$ cat config.mk
export PLATFORM = sky130hd
export DESIGN_NAME = pkt_assembly_buffer
export DESIGN_NICKNAME = d
export VERILOG_FILES = /design/src/rtl/pkt_assembly_buffer.sv
export SDC_FILE = /design/constraint.sdc
export NUM_CORES = 1
export LEC_CHECK = 0
export ABC_AREA = 1
export BUFFER_PORTS_ARGS = -buffer_cell sky130_fd_sc_hd__buf_2
export CORE_MARGIN = 4
export CORE_UTILIZATION = 55
export CTS_BUF_LIST = sky130_fd_sc_hd__clkbuf_16
export CTS_CLUSTER_DIAMETER = 150
export DETAILED_ROUTE_END_ITERATION = 12
export GPL_TIMING_DRIVEN = 0
export PLACE_DENSITY = 0.79
export SYNTH_ARGS = -nofsm -noshare
export SYNTH_HDL_FRONTEND = slang
export SYNTH_SLANG_ARGS = --single-unit
$ cat constraint.sdc
create_clock -name clock -period 4.19 [get_ports clock]
set_clock_uncertainty 0.15 [all_clocks]
set_input_delay 0.419 -clock clock [delete_from_list [all_inputs] [get_ports clock]]
set_output_delay 0.419 -clock clock [all_outputs]
set_load 0.01 [all_outputs]
$ cat src/rtl/pkt_assembly_buffer.sv
// Packet assembly buffer: frames serial words into fixed-size packets and queues them in a FWFT FIFO.
// Optional macro PAD_SHORT_EN: zero-pad and commit short frames instead of flagging them as errors.
module pkt_assembly_buffer #(
  parameter int WORD_W        = 8,
  parameter int WORDS_PER_PKT = 4,
  parameter int FIFO_DEPTH    = 4
) (
  input  logic                              clock,
  input  logic                              reset_n,
  input  logic                              recv_data,
  input  logic [WORD_W-1:0]                 payload,
  input  logic                              read_data,
  output logic [WORDS_PER_PKT*WORD_W-1:0]   pkt_out,
  output logic                              pkt_out_avail,
  output logic                              full,
  output logic [$clog2(FIFO_DEPTH+1)-1:0]   count,
  output logic                              pkt_err,
  output logic                              pkt_drop
);
  localparam int PKT_W = WORDS_PER_PKT * WORD_W;
  localparam int CW    = $clog2(WORDS_PER_PKT + 2);
  localparam int AW    = $clog2(FIFO_DEPTH);

  localparam logic [0:0] IDLE     = 1'b0;
  localparam logic [0:0] ASSEMBLE = 1'b1;

  logic [0:0]        state;
  logic [CW-1:0]     wordcnt;
  logic [WORD_W-1:0] slots [WORDS_PER_PKT];
  logic [PKT_W-1:0]  asm_pkt;
  logic              eof, frame_ok, accept, push, pop, empty;
  logic [AW:0]       wr_ptr, rd_ptr;
  logic [PKT_W-1:0]  mem [FIFO_DEPTH];

  assign eof = (state == ASSEMBLE) && !recv_data;

`ifdef PAD_SHORT_EN
  // wordcnt is at least 1 in ASSEMBLE, so anything up to a full packet commits
  assign frame_ok = (wordcnt <= CW'(WORDS_PER_PKT));
`else
  assign frame_ok = (wordcnt == CW'(WORDS_PER_PKT));
`endif

  assign accept = !full || read_data;
  assign push   = eof && frame_ok && accept;
  assign pop    = read_data && !empty;

  always_ff @(posedge clock or negedge reset_n) begin
    if (!reset_n) begin
      state   <= IDLE;
      wordcnt <= '0;
    end else if (eof) begin
      state   <= IDLE;
      wordcnt <= '0;
    end else if (recv_data) begin
      state <= ASSEMBLE;
      // saturate one past a full packet to mark overlong frames
      if (wordcnt <= CW'(WORDS_PER_PKT))
        wordcnt <= wordcnt + 1'b1;
    end
  end

  // wordcnt is 0 in IDLE, so the first word lands in slot 0 without a state check;
  // unfilled slots stay 0 because the buffer is cleared at every frame end
  always_ff @(posedge clock or negedge reset_n) begin
    if (!reset_n) begin
      for (int s = 0; s < WORDS_PER_PKT; s++) slots[s] <= '0;
    end else begin
      for (int s = 0; s < WORDS_PER_PKT; s++) begin
        if (eof)
          slots[s] <= '0;
        else if (recv_data && wordcnt == CW'(s))
          slots[s] <= payload;
      end
    end
  end

  // word 0 goes to the most-significant slot
  for (genvar s = 0; s < WORDS_PER_PKT; s++) begin : g_pack
    assign asm_pkt[(WORDS_PER_PKT-1-s)*WORD_W +: WORD_W] = slots[s];
  end

  always_ff @(posedge clock or negedge reset_n) begin
    if (!reset_n) begin
      pkt_err  <= 1'b0;
      pkt_drop <= 1'b0;
    end else begin
      pkt_err  <= eof && !frame_ok;
      pkt_drop <= eof && frame_ok && !accept;
    end
  end

  always_ff @(posedge clock or negedge reset_n) begin
    if (!reset_n) begin
      wr_ptr <= '0;
      rd_ptr <= '0;
    end else begin
      if (push) wr_ptr <= wr_ptr + 1'b1;
      if (pop)  rd_ptr <= rd_ptr + 1'b1;
    end
  end

  // storage needs no reset: pkt_out is masked to 0 whenever the queue is empty
  always_ff @(posedge clock) begin
    if (push) mem[wr_ptr[AW-1:0]] <= asm_pkt;
  end

  assign count         = wr_ptr - rd_ptr;
  assign empty         = (wr_ptr == rd_ptr);
  assign full          = (wr_ptr[AW-1:0] == rd_ptr[AW-1:0]) && (wr_ptr[AW] != rd_ptr[AW]);
  assign pkt_out_avail = !empty;
  assign pkt_out       = empty ? '0 : mem[rd_ptr[AW-1:0]];

endmodule

==> reports/summary.txt <==
Status = completed
Multi-input logic area = 1863 sq um
DR pass1 iterations = 5
Die area = 14830 sq um
Post-synth top flop = edfxtp_1
R2r worst-path depth = 10
Via count = 4806
Global route overflow = 0
Crit path required time = 3.62 ns
Critical path endpoint category = primary output
Final hold vios = 0
Reg2reg end = mem[1][18]
Max_slew headroom = 34.82%
Gpl congestion = 0.8311
Hold Buf Count CTS = 0
CP Max Fanout = 10
Fin crit share = 77.29%
Maximum root-to-sink buffer count = 2
Aggregate routed wire length = 15930 microns
Largest net degree at the start of global routing = 45
Critical Path Start Type = flop
FILL cells = 915
Worst-margin pin slew = 0.9776 ns
Global-route wire length before repair = 24740 microns
Highest routing layer actually used = met4
GRT Total Usage = 22.44%
Worst r2r src = rd_ptr[1]
Largest area contributor in the netlist = edfxtp_1
Placed instance count = 844
Clk sink count = 172
Initial Util = 56.21%
IO Port Bufs = 49
Share of the synthesized area in the top cell type = 53.97%
Most frequent cells after synthesis = nor2_1 (141), edfxtp_1 (128), nand2_1 (71), o21ai_1 (50), dfrtp_1 (44)
Setup tns final = 0 ns
TritonCTS Buffers = 17
Clock Tree Root = clkbuf_16
Most common cell in the netlist = nor2_1
Die Ht = 121.8 microns
Cell area after synthesis = 7122 sq um
Syn Area/Cell = 11.49 sq um
Place WS = 1.014 ns
N_diodes = 0
Hold_ws = 0.003283 ns
Metal1 wirelength = 6488 microns
Post-CTS Setup Bufs = 0
LEAKAGE = 3.343 nW
Critical setup path kind = flop to primary output
Peak VDD IR = 0.4565 mV
Io pins = 51
Final WS setup = 0.9517 ns
FF-to-FF setup slack = 1.06 ns
Unique masters post-synth = 27
Synthesis Warnings = 0
Min Tclk post-route = 3.238 ns
Cells after Synth = 620
RSZ-0062 raised after global routing = no
Dpl hpwl = 10130 microns
Share of layout cells above drive strength 1 = 18.75%
Number of cell rows = 41
Layout area overhead = 15.27%
Register area = 4945 sq um
Synthesized flop and latch total = 172
CTS resizes = 0
Synth area leaders = edfxtp_1 (54%), dfrtp_1 (15%), nor2_1 (7.4%), nand2_1 (3.7%), o21ai_1 (3.5%)
Die Wd = 121.8 microns
Met2 WL = 7994 microns
Asr flop ratio synth = 25.58%
Wire per inst = 18.18 microns
Core footprint = 12670 sq um
Pins Over Slew Limit = 0
Reg clk slew, reported paths = 0.06 ns
Hold crit path type = input pin to async pin
P per Cell Area = 737.0 nW/um^2
Clock insertion delay at the later pin of the skew report = 0.43 ns
Sequential-to-total area share from yosys stat = 69.43%
Initial antenna violation count = 0
Drt initial violations = 487
Antenna-violating nets left = 0
Clock H-tree levels = 4
Final setup fails = 0
CTS tree = built
Met3 WL = 1103 microns
Final std cells w/o fill = 876
DR vias/cell = 5.486
Number of global-route vias before repair = 4744
CP Launch Point = rd_ptr[1]
Final nets = 716
Post-synth EDFFs = 128
Syn_nets = 645
Residual DRC = 0
WP data arrival = 2.67 ns
Max Fclk = 0.3088 GHz
Max-cap violation count = 0
[area by class of cell]
cell class / instances / area share [%]
Clock inverter: 15 / 1.448
Clock buffer: 17 / 5.182
Buffer: 31 / 2.652
Timing Repair Buffer: 52 / 3.719
Tap cell: 172 / 2.622
Sequential cell: 172 / 60.23
Multi-Input combinational cell: 386 / 22.69
Inverter: 31 / 1.448
[power breakdown]
part | internal, mW | leakage [nW] | total, mW | switching (mW)
Clock | 0.855 | 0.280 | 1.46 | 0.606
Sequential | 2.13 | 1.74 | 2.33 | 0.197
Combinational | 0.830 | 1.33 | 2.26 | 1.43
Total | 3.81 | 3.34 | 6.05 | 2.24
[critical path: stages, from the launching register on]
cell and delay (ns):
dfrtp_1 0.43, buf_2 0.21, inv_1 0.22, buf_2 0.30, ha_1 0.28, nand2_1 0.08
inv_1 0.09, nand2_4 0.12, inv_4 0.06, buf_6 0.15, a21oi_1 0.15, buf_2 0.16
[worst max-delay path by stage]
stage          slack, ns          to
2_1_floorplan       0.78   mem[0][0]
3_3_place_gp       -0.68  mem[1][18]
3_5_place_dp        1.01   mem[1][3]
4_1_cts             0.93  pkt_out[1]
5_1_grt             0.80  pkt_out[1]
6_report            0.95  pkt_out[1]
[logic make-up (layout without fill, tap and decap cells)]
kind of cell    Yosys count  after routing  synth area share, %
compound gates          109            109                8.204
xor+xnor                  2              2               0.2460
fa+ha+maj                13             13                2.389
buf+inv                  62            146                4.726
flops                   172            172                69.43
simple gates            262            262                15.00
[registers in the layout, summed over array words and instances (netlist names)]
| signal | count |
|---|---|
| wordcnt | 3 |
| pkt_err | 1 |
| state | 1 |
| wr_ptr | 3 |
| mem | 128 |
| rd_ptr | 3 |
| pkt_drop | 1 |
| asm_pkt | 32 |
[through the flow]
step / instance area [sq um] / total power, mW / utilization [%]
global placement: 7582 / 4.521 / 59.84
finish: 8209 / 6.050 / 64.79
floorplan: 7122 / 3.768 / -
global route: 8209 / 6.376 / 64.79
detailed placement: 7665 / 4.618 / 60.49
CTS: 8209 / 6.069 / 64.79
[routing by layer]
layer | up-vias | global-route usage (%)
met2 | 184 | 37.85
met1 | 2335 | 28.65
met3 | 30 | 4.782
met5 | - | 0
met4 | 0 | 8.754
li1 | 2257 | -
[cell usage in the layout (no fill, tap or decap), types with 2 or more instances in the layout]
cell	instances
buf_2	60
nand2_1	71
clkinv_1	4
o21ai_0	25
dfrtp_1	44
nor2_4	3
a21oi_1	23
xor2_1	2
inv_2	5
nor2_1	138
nand3_1	41
inv_1	28
nand2_2	5
buf_4	4
clkbuf_1	2
bufinv_16	2
ha_1	12
clkbuf_16	17
a21oi_2	10
buf_12	3
buf_6	9
clkbuf_2	4
edfxtp_1	128
clkinv_2	5
o21ai_1	50
Note: power is estimated with default switching activity, not from simulation.
